--- src/rtl/item_pkg.sv ---
// Shared item-layer definitions: type codes, ROM selectors, colours, sprite contents.
package item_pkg;

    localparam int SPRITE_DEF = 24;
    localparam int CELL_DEF   = 20;
    localparam int ORIGIN_DEF = 80;
    localparam int SPRITE_PIX = SPRITE_DEF * SPRITE_DEF;

    // Item type codes as loaded through set_type
    typedef enum logic [2:0] {
        ITEM_NONE    = 3'd0,
        ITEM_PROTECT = 3'd1,
        ITEM_FASTER  = 3'd2,
        ITEM_FROZEN  = 3'd3,
        ITEM_LASER   = 3'd4
    } item_type_e;

    // Sprite ROM selector; type 1 maps to protect or addtime depending on game mode
    typedef enum logic [2:0] {
        SEL_ADDTIME = 3'd0,
        SEL_PROTECT = 3'd1,
        SEL_FASTER  = 3'd2,
        SEL_FROZEN  = 3'd3,
        SEL_LASER   = 3'd4
    } sprite_sel_e;

    localparam logic [11:0] COL_PROTECT = 12'h0FF;
    localparam logic [11:0] COL_FASTER  = 12'hFF0;
    localparam logic [11:0] COL_FROZEN  = 12'h00F;
    localparam logic [11:0] COL_LASER   = 12'hF00;

    function automatic logic [11:0] type_colour(input logic [2:0] t);
        logic [11:0] c;
        case (t)
            ITEM_PROTECT: c = COL_PROTECT;
            ITEM_FASTER:  c = COL_FASTER;
            ITEM_FROZEN:  c = COL_FROZEN;
            ITEM_LASER:   c = COL_LASER;
            default:      c = 12'h000;
        endcase
        return c;
    endfunction

    // Sprite artwork, row-major (bit = row*24 + col), evaluated at elaboration time:
    // addtime = plus, protect = 2-px frame, faster = 4x4 checker, frozen = X, laser = vertical bar.
    function automatic logic [SPRITE_PIX-1:0] sprite_bits(input logic [2:0] sel);
        logic [SPRITE_PIX-1:0] bits;
        logic                  on;
        bits = '0;
        for (int r = 0; r < SPRITE_DEF; r++) begin
            for (int c = 0; c < SPRITE_DEF; c++) begin
                case (sel)
                    SEL_ADDTIME: on = (c >= 10 && c <= 13) || (r >= 10 && r <= 13);
                    SEL_PROTECT: on = (c < 2) || (c > 21) || (r < 2) || (r > 21);
                    SEL_FASTER:  on = (((c >> 2) + (r >> 2)) & 1) == 0;
                    SEL_FROZEN:  on = (c == r) || (c + r == SPRITE_DEF - 1);
                    SEL_LASER:   on = (c >= 9) && (c <= 14);
                    default:     on = 1'b0;
                endcase
                bits[r*SPRITE_DEF + c] = on;
            end
        end
        return bits;
    endfunction

endpackage

--- src/rtl/item_sprite_rom.sv ---
// Synchronous 1-bit sprite ROM bank: addr = {type_sel, offset}, one cycle read latency.
module item_sprite_rom
    import item_pkg::*;
(
    input  logic        clk,
    input  logic        rst_n,
    input  logic [12:0] addr,
    output logic        dout
);

    localparam logic [SPRITE_PIX-1:0] ROM_ADDTIME = sprite_bits(SEL_ADDTIME);
    localparam logic [SPRITE_PIX-1:0] ROM_PROTECT = sprite_bits(SEL_PROTECT);
    localparam logic [SPRITE_PIX-1:0] ROM_FASTER  = sprite_bits(SEL_FASTER);
    localparam logic [SPRITE_PIX-1:0] ROM_FROZEN  = sprite_bits(SEL_FROZEN);
    localparam logic [SPRITE_PIX-1:0] ROM_LASER   = sprite_bits(SEL_LASER);

    logic [2:0] type_sel;
    logic [9:0] offset;
    logic       in_range;

    assign {type_sel, offset} = addr;
    assign in_range = offset < 10'(SPRITE_PIX);

    // Registered read; offsets past the last pixel read as transparent
    always_ff @(posedge clk or negedge rst_n) begin
        if (!rst_n) begin
            dout <= 1'b0;
        end else if (!in_range) begin
            dout <= 1'b0;
        end else begin
            case (type_sel)
                SEL_ADDTIME: dout <= ROM_ADDTIME[offset];
                SEL_PROTECT: dout <= ROM_PROTECT[offset];
                SEL_FASTER:  dout <= ROM_FASTER[offset];
                SEL_FROZEN:  dout <= ROM_FROZEN[offset];
                SEL_LASER:   dout <= ROM_LASER[offset];
                default:     dout <= 1'b0;
            endcase
        end
    end

endmodule

--- src/rtl/item_sprite_renderer.sv ---
// Reward-item layer: slot register file with frame lifetimes, priority hit test,
// and a 2-cycle pixel pipeline (ROM read, colour register) feeding the VGA mux.
module item_sprite_renderer
    import item_pkg::*;
#(
    parameter int N_SLOTS      = 4,
    parameter int GRID_W       = 5,
    parameter int CELL         = CELL_DEF,
    parameter int ORIGIN       = ORIGIN_DEF,
    parameter int SPRITE       = SPRITE_DEF,
    parameter int LIFE_W       = 10,
    parameter int BLINK_FRAMES = 120,
    parameter int BLINK_BIT    = 3
) (
    input  logic               clk,
    input  logic               rst_n,
    input  logic               frame_tick,
    input  logic               display_en,
    input  logic               enable_game_classic,
    input  logic               enable_game_infinity,
    input  logic               set_valid,
    input  logic [2:0]         set_slot,
    input  logic [GRID_W-1:0]  set_xgrid,
    input  logic [GRID_W-1:0]  set_ygrid,
    input  logic [2:0]         set_type,
    input  logic [LIFE_W-1:0]  set_life,
    input  logic               clr_valid,
    input  logic [2:0]         clr_slot,
    input  logic [10:0]        VGA_xpos,
    input  logic [10:0]        VGA_ypos,
    output logic [11:0]        VGA_data,
    output logic [N_SLOTS-1:0] item_active,
    output logic [N_SLOTS-1:0] expire_pulse
);

    localparam int HALF   = SPRITE / 2;
    localparam int STAGES = 1;

    logic                      set_ok;
    logic                      life_step;
    logic [N_SLOTS-1:0]        slot_act;
    logic [N_SLOTS-1:0]        slot_exp;
    logic [N_SLOTS-1:0]        slot_hit;
    logic [N_SLOTS-1:0][2:0]   slot_type;
    logic [N_SLOTS-1:0][9:0]   slot_addr;

    // Loads need a real slot, a drawable type and a non-zero lifetime
    assign set_ok = set_valid
                 && ({1'b0, set_slot} < 4'(N_SLOTS))
                 && (set_type >= 3'(ITEM_PROTECT))
                 && (set_type <= 3'(ITEM_LASER))
                 && (set_life != '0);

    // Lifetimes only run while the layer is on screen
    assign life_step = frame_tick && display_en;

    for (genvar i = 0; i < N_SLOTS; i++) begin : g_slot
        logic              act_q;
        logic              exp_q;
        logic [GRID_W-1:0] x_q;
        logic [GRID_W-1:0] y_q;
        logic [2:0]        type_q;
        logic [LIFE_W-1:0] life_q;
        logic              set_me;
        logic              clr_me;
        logic              blank;
        logic [10:0]       cx;
        logic [10:0]       cy;
        logic [11:0]       ofs_x;
        logic [11:0]       ofs_y;

        assign set_me = set_ok && (set_slot == 3'(i));
        assign clr_me = clr_valid && (clr_slot == 3'(i));

        // Slot update: set beats pickup, pickup beats countdown; a fresh load skips this tick
        always_ff @(posedge clk or negedge rst_n) begin
            if (!rst_n) begin
                act_q  <= 1'b0;
                exp_q  <= 1'b0;
                x_q    <= '0;
                y_q    <= '0;
                type_q <= '0;
                life_q <= '0;
            end else begin
                exp_q <= 1'b0;
                if (set_me) begin
                    act_q  <= 1'b1;
                    x_q    <= set_xgrid;
                    y_q    <= set_ygrid;
                    type_q <= set_type;
                    life_q <= set_life;
                end else if (clr_me) begin
                    act_q  <= 1'b0;
                    life_q <= '0;
                end else if (life_step && act_q) begin
                    life_q <= life_q - 1'b1;
                    if (life_q == LIFE_W'(1)) begin
                        act_q <= 1'b0;
                        exp_q <= 1'b1;
                    end
                end
            end
        end

        // Sprite centre in pixels
        assign cx = 11'(int'(x_q) * CELL + ORIGIN);
        assign cy = 11'(int'(y_q) * CELL + ORIGIN);

        // Offset from the sprite's left/top edge; pixels left of it wrap to large values,
        // so a single unsigned compare covers both bounds of the window
        assign ofs_x = {1'b0, VGA_xpos} + 12'(HALF - 1) - {1'b0, cx};
        assign ofs_y = {1'b0, VGA_ypos} + 12'(HALF - 1) - {1'b0, cy};

        // Near end of life the item disappears on alternate 8-frame phases
        assign blank = (life_q <= LIFE_W'(BLINK_FRAMES)) && !life_q[BLINK_BIT];

        assign slot_hit[i]  = act_q && !blank && (ofs_x < 12'(SPRITE)) && (ofs_y < 12'(SPRITE));
        assign slot_addr[i] = 10'(ofs_x) + 10'(int'(ofs_y) * SPRITE);
        assign slot_type[i] = type_q;
        assign slot_act[i]  = act_q;
        assign slot_exp[i]  = exp_q;
    end

    assign item_active  = slot_act;
    assign expire_pulse = slot_exp;

    logic        win_hit;
    logic [9:0]  win_addr;
    logic [2:0]  win_type;
    logic [2:0]  win_sel;

    // Priority encoder: walk downwards so the lowest-index hitting slot is kept
    always_comb begin
        win_hit  = 1'b0;
        win_addr = '0;
        win_type = '0;
        for (int i = N_SLOTS - 1; i >= 0; i--) begin
            if (slot_hit[i]) begin
                win_hit  = 1'b1;
                win_addr = slot_addr[i];
                win_type = slot_type[i];
            end
        end
        if (!display_en) begin
            win_hit = 1'b0;
        end
    end

    // Type 1 shows the protect shield in classic mode, otherwise the addtime clock
    always_comb begin
        win_sel = win_type;
        if (win_type == 3'(ITEM_PROTECT)) begin
            win_sel = enable_game_classic ? 3'(SEL_PROTECT) : 3'(SEL_ADDTIME);
        end
    end

    logic              rom_bit;
    logic              s1_hit;
    logic [2:0]        s1_type;
    logic [STAGES:0]   vld_pipe;

    item_sprite_rom u_rom (
        .clk   (clk),
        .rst_n (rst_n),
        .addr  ({win_sel, win_addr}),
        .dout  (rom_bit)
    );

    assign vld_pipe[0] = display_en;

    // Stage 1: hit and type ride alongside the synchronous ROM read
    always_ff @(posedge clk or negedge rst_n) begin
        if (!rst_n) begin
            s1_hit      <= 1'b0;
            s1_type     <= '0;
            vld_pipe[1] <= 1'b0;
        end else begin
            s1_hit      <= win_hit;
            s1_type     <= win_type;
            vld_pipe[1] <= vld_pipe[0];
        end
    end

    // Stage 2: colour register; transparent sprite bits and misses are black
    always_ff @(posedge clk or negedge rst_n) begin
        if (!rst_n) begin
            VGA_data <= 12'h000;
        end else if (vld_pipe[1] && s1_hit && rom_bit) begin
            VGA_data <= type_colour(s1_type);
        end else begin
            VGA_data <= 12'h000;
        end
    end

endmodule
--- config.mk ---
export PLATFORM = sky130hd
export DESIGN_NAME = item_sprite_renderer
export DESIGN_NICKNAME = d
export VERILOG_FILES = /design/src/rtl/item_pkg.sv /design/src/rtl/item_sprite_rom.sv /design/src/rtl/item_sprite_renderer.sv
export SDC_FILE = /design/constraint.sdc
export NUM_CORES = 1
export LEC_CHECK = 0
export BUFFER_PORTS_ARGS = -buffer_cell sky130_fd_sc_hd__buf_4
export CORE_UTILIZATION = 60
export CTS_CLUSTER_DIAMETER = 30
export DETAILED_ROUTE_END_ITERATION = 10
export PLACE_DENSITY = 0.75
export SLEW_MARGIN = 40
export SYNTH_ARGS = -nofsm -noshare
export SYNTH_HDL_FRONTEND = slang
export SYNTH_SLANG_ARGS = --single-unit
--- constraint.sdc ---
create_clock -name clk -period 8.48 [get_ports clk]
set_clock_uncertainty 0.1 [all_clocks]
set_input_delay 0.424 -clock clk [delete_from_list [all_inputs] [get_ports clk]]
set_output_delay 0.424 -clock clk [all_outputs]
set_load 0.05 [all_outputs]
==> summary.md, run 1 <==
| Metric | Value |
|---|---|
| Root Buffer | `clkbuf_16` |
| Mapped Area | `around 16000 sq um` |
| Routability cong. | `1.03` |
| Sequential-to-total area share from yosys stat | `~17%` |
| Critical Path Source Type | `input pin` |
| RSZ-0062 raised after global routing | `no` |
| Gr usage total | `33.3%` |
| Post-synth EDFFs | `0` |
| Global route overflow | `0` |
| CP max stage cell | `or4b_1` |
| Syn_area_per_cell | `8.24 sq um` |
| Die ar. | `about 27000 sq um` |
| Hold depth | `2` |
| Via/cell ratio | `~6.4` |
| Clk slew on worst S/H paths | `about 0.10 ns` |
| TNS Setup | `0 ns` |
| DIE WIDTH | `164 um` |
| Top cells by area, synth | `ha_1, dfrtp_1, xnor2_1, inv_1, a21oi_1` |
| Reg2Reg Depth | `26` |
| I/O Pins | `79` |
| Die height | `164 um` |
| Port Buf Inserts | `77` |
| Starting DRC count in detailed routing | `1467` |
| DRC viols | `0` |
| Drt wl/cell | `between 15 and 20 um` |
| Top_reg_cell synth | `dfrtp_1` |
| CP max FO | `15` |
| Commonest non-fill, non-tap cell in the layout | `ha_1` |
| YS warnings | `0` |
| Clock Path Buffers | `2` |
| Seq cells post-synth | `109` |
| # fillers | `2189` |
| Initial core utilization | `roughly 62%` |
| Worst Tran Pin Value | `0.744 ns` |
| Reg-to-Reg End | `u_rom.dout` |
| Min Tclk post-route | `between 7 and 8 ns` |
| DR pass1 iterations | `8` |
| H-tree levels | `3` |
| Number of global-route vias before repair | `13700` |
| Clock latency on the worst-skew pair | `0.39 ns` |
| CP peak stage delay | `0.52 ns` |
| Post-DP HPWL | `35200 um` |
| Final net count | `2264` |
| Cts repair resizes | `0` |
| Number of diodes | `0` |
| DR vias | `roughly 15000` |
| Syn Inst Count | `1913` |
| Site Rows | `58` |
| CTS Buf Count | `9` |
| Worst Hold Class | `input pin to flip-flop` |
| F_max | `137 MHz` |
| First-pass GRT wire length | `70800 um` |
| CTS tree | `done` |
| Largest net degree at the start of global routing | `64` |
| Hold Startpoint | `set_slot[0]` |
| Final setup violation count | `0` |
| Yosys cell types | `99` |
| R2r startpoint | `g_slot[3].x_q[2]` |
| Hold-critical path endpoint | `g_slot[2].act_q` |
| CP required | `8.69 ns` |
| Worst Setup End Kind | `flip-flop` |
| Status | `finished, final reports clean` |
| Post-CTS setup buffers | `0` |
| CP Class | `input pin to flip-flop` |
| Final hold violations | `0` |
| Clk sinks | `109` |
| Core area | `25500 sq um` |
| Max-Cap Viols | `0` |
| Post-DRT Antenna Nets | `0` |
| Hold-fix buffers, CTS | `1` |
| R2r setup slk | `between 1 and 1.5 ns` |
| Crit path DAT | `7.52 ns` |
| Fin. max-slew vios | `0` |
| DRT Wirelength | `44300 um` |
| Asr flop ratio synth | `100%` |
| Final worst-path cycle share | `86.3%` |
| Syn nets | `2228` |
| Ratio of cells with drive above 1 in the final layout | `11.6%` |
| Final core utilization | `66.5%` |
| Largest area contributor in the netlist | `ha_1` |
| Relative slew slack | `50.0%` |
| Worst setup path start | `VGA_ypos[0]` |
| Most frequent cells in the layout | `ha_1, inv_1, nand2_1` |
| Antenna violations before repair | `0` |
| Layout area overhead | `7.45%` |
| Post-synth top area share | `19.4%` |
-- cells in the mapped netlist (8+ instances only) --
cell type,n
o21ai_0,80
nor3_1,61
nand3b_1,12
a21oi_1,111
fa_1,12
nor2b_1,17
ha_1,244
or4_1,12
inv_1,174
buf_4,22
o21a_1,12
and3_1,24
nand4_1,20
xor2_1,62
xnor2_1,103
nand2_1,133
o31ai_1,33
nor4_1,28
buf_2,16
mux2_2,44
o21bai_1,14
or2_2,11
nand2b_1,20
nand3_1,48
and2_1,12
clkbuf_1,40
a31oi_1,11
nor2_1,103
o2111ai_1,10
a211o_1,10
o211ai_1,23
a211oi_1,27
dfrtp_1,109
nor3b_1,8
a21o_1,59
mux2i_1,18
-- critical path: cells and delay by family --
kind	cells	cell delay, ns
compound gates	11	2.31
xor+xnor	2	0.32
fa+ha+maj	5	1.38
buf+inv	8	1.05
simple gates	6	2.04
-- layer usage --
layer	routed length, um	GRT usage, %	part of all wire (%)
met3	2880	3.79	6.5
met5	0	0	0
met1	20300	46.5	46
met2	19500	52.6	44
met4	1630	12.6	3.7
-- through the flow --
| step | worst slack [ns] | instance area (sq um) | hold WS [ns] | instances |
|---|---|---|---|---|
| floorplan | 1.74 | 15800 | 0.0284 | 1913 |
| global placement | 1.03 | 16600 | 0.361 | 2267 |
| detailed placement | 0.948 | 16600 | 0.372 | 2267 |
| CTS | 1.29 | 16900 | 0.154 | 2284 |
| global route | 0.673 | 16900 | 0.160 | 2284 |
| finish | 1.17 | 16900 | 0.164 | 2284 |
-- flip-flops by register name (all words and copies together) (netlist names) --
signal,cells
g_slot.y_q,20
VGA_data,3
u_rom.dout,1
g_slot.type_q,12
g_slot.x_q,20
s1_type,3
g_slot.exp_q,4
g_slot.life_q,40
g_slot.act_q,4
s1_hit,1
vld_pipe,1
-- area by class of cell --
class	count	area [sq um]	area share, %
multi-input cells	1546	12000	70.9
flip-flops and latches	109	2730	16.1
repair buffers	107	810	4.78
inverters	176	661	3.90
well taps	330	413	2.44
clock buffers	9	225	1.33
clock inverters	7	96.3	0.569
-- kinds of logic after synthesis --
group	synth area share [%]
AOI/OAI and AO/OA	22.9
adders and majority gates	20.9
buffers and inverters	6.89
xor gates and xnor gates	9.17
DFF	17.3
and+or+nand+nor	18.4
muxes	4.46
-- worst max path at each step --
stage	end	slack, ns	depth (start not counted)
final	u_rom.dout	1.17	32
after global routing	u_rom.dout	0.67	31
after CTS	u_rom.dout	1.29	32
after detailed placement	u_rom.dout	0.95	32
after global placement	u_rom.dout	1.03	32
after floorplan	u_rom.dout	1.74	30
Power of run 1 is not shown: default switching activity piles up to over one toggle a cycle in this logic, so the estimate is an artifact.
==> run 2: changes to the inputs <==
CELL_PAD_IN_SITES_DETAIL_PLACEMENT = 1   (was unset)
CELL_PAD_IN_SITES_GLOBAL_PLACEMENT = 1   (was unset)
CORE_UTILIZATION = 49   (was 60)
CTS_CLUSTER_SIZE = 40   (was unset)
PLACE_DENSITY = 0.8   (was 0.75)
==> run 2 against run 1 <==
Net effect:
- first-iteration DRC count shrank 23%
- worst setup slack lost 0.45 ns
- sequential share of layout area shrank 0.098 points
- highest routed layer unchanged
- die area grew 22%
- non-clock buffer count grew 3
- largest cell class unchanged
==> summary.md, run 2 (synthesized netlist as in run 1, its figures left out) <==
| Metric | Value |
|---|---|
| DR vias | `approximately 15000` |
| Most frequent cell on the critical path | `inv_1` |
| Final hold violations | `0` |
| DIE WIDTH | `around 180 um` |
| Clock Path Buffers | `2` |
| R2r startpoint | `g_slot[3].y_q[3]` |
| Via/cell ratio | `6.33` |
| Crit path DAT | `7.93 ns` |
| Drt wl/cell | `22.0 um` |
| Max-Cap Viols | `0` |
| I/O Pins | `79` |
| Relative slew slack | `~45%` |
| Worst Setup End Kind | `flip-flop` |
| Min Tclk post-route | `7.77 ns` |
| H-tree levels | `3` |
| RSZ-0062 raised after global routing | `no` |
| Hold-critical path endpoint | `vld_pipe[1]` |
| Final net count | `approximately 2300` |
| TNS Setup | `0 ns` |
| Final setup violation count | `0` |
| Die ar. | `around 33000 sq um` |
| Die height | `between 150 and 200 um` |
| DRC viols | `0` |
| Worst Tran Pin Value | `0.817 ns` |
| Max reg flops | `40` |
| DR pass1 iterations | `5` |
| Reg-to-Reg End | `u_rom.dout` |
| Buf+Inv Stages, Crit Path | `6` |
| Critical path's top delay family | `simple AND/OR/NAND/NOR gates` |
| CTS tree | `done` |
| Hold depth | `1` |
| Routability cong. | `0.957` |
| F_max | `129 MHz` |
| Post-DP HPWL | `41100 um` |
| CP Class | `input pin to flip-flop` |
| Ratio of cells with drive above 1 in the final layout | `11.5%` |
| Root Buffer | `clkbuf_16` |
| CP max stage cell | `and4_1` |
| CP peak stage delay | `0.58 ns` |
| R2r setup slk | `1.15 ns` |
| Post-DRT Antenna Nets | `0` |
| Status | `finished, final reports clean` |
| Clk slew on worst S/H paths | `about 0.07 ns` |
| Registers with the most flip-flops | `g_slot.life_q: 40 flops, g_slot.x_q: 20 flops, g_slot.y_q: 20 flops` |
| Global route overflow | `0` |
| DRT Wirelength | `51800 um` |
| Gr usage total | `31.7%` |
| Reg2Reg Depth | `23` |
| Largest net degree at the start of global routing | `76` |
| Cts repair resizes | `0` |
| Port Buf Inserts | `77` |
| Biggest register | `g_slot.life_q` |
| Worst Hold Class | `input pin to flip-flop` |
| Site Rows | `65` |
| CP max FO | `16` |
| CP required | `approximately 8.7 ns` |
| Fin. max-slew vios | `0` |
| Number of diodes | `0` |
| Initial core utilization | `about half` |
| Antenna violations before repair | `0` |
| # fillers | `between 3000 and 4000` |
| Number of global-route vias before repair | `between 15000 and 20000` |
| Commonest non-fill, non-tap cell in the layout | `ha_1` |
| Clk sinks | `~110` |
| First-pass GRT wire length | `roughly 83000 um` |
| Starting DRC count in detailed routing | `1128` |
| Clock latency on the worst-skew pair | `0.39 ns` |
| Layout area overhead | `8.11%` |
| Core area | `31600 sq um` |
| Hold Startpoint | `display_en` |
| Most frequent cells in the layout | `ha_1, inv_1, nand2_1` |
| Final worst-path cycle share | `91.6%` |
| Critical Path Source Type | `input pin` |
| CTS Buf Count | `9` |
## run 2: metrics by stage
step / utilization [%] / cell area (sq um) / cells / hold WS [ns] / setup slack [ns]
finish: 53.9 / 17000 / 2359 / 0.170 / 0.713
global route: 53.9 / 17000 / 2359 / 0.159 / 0.227
CTS: 53.8 / 17000 / 2359 / 0.164 / 0.844
detailed placement: 52.8 / 16700 / 2342 / 0.323 / 0.550
global placement: 52.7 / 16700 / 2342 / 0.310 / 0.642
floorplan: - / 15800 / 1913 / 0.0284 / 1.74
## run 2: what timing repair did
action | in CTS | in global routing
hold endpoints to repair | 34 | 0
buffers inserted | 0 | 0
hold buffers | 1 | 0
## run 2: worst max-delay path by stage
stage | startpoint | end | slack (ns) | depth (start not counted)
floorplan | VGA_ypos[0] | u_rom.dout | 1.74 | 30
global placement | VGA_ypos[0] | u_rom.dout | 0.64 | 28
detailed placement | VGA_ypos[0] | u_rom.dout | 0.55 | 28
CTS | VGA_ypos[0] | u_rom.dout | 0.84 | 28
global route | VGA_ypos[0] | u_rom.dout | 0.23 | 28
finish | VGA_ypos[0] | u_rom.dout | 0.71 | 28
## run 2: final cells by class
cell class / instances / area [sq um] / share of cell area [%]
multi-input combinational: 1546 / 12000 / 70.4
sequential: 109 / 2730 / 16.0
timing repair buffer: 110 / 832 / 4.88
inverter: 176 / 661 / 3.88
tap: 402 / 503 / 2.95
clock buffer: 9 / 225 / 1.32
clock inverter: 7 / 104 / 0.609
## run 2: per-layer routing
| layer | track usage (%) | routed length [um] | vias to the layer above |
|---|---|---|---|
| li1 | - | - | 7066 |
| met2 | 54.8 | 24800 | 331 |
| met4 | 6.51 | 777 | 0 |
| met1 | 42.9 | 24300 | 7486 |
| met5 | 0 | 0 | - |
| met3 | 3.00 | 1910 | 55 |
Power of run 2 is left out for the same reason.
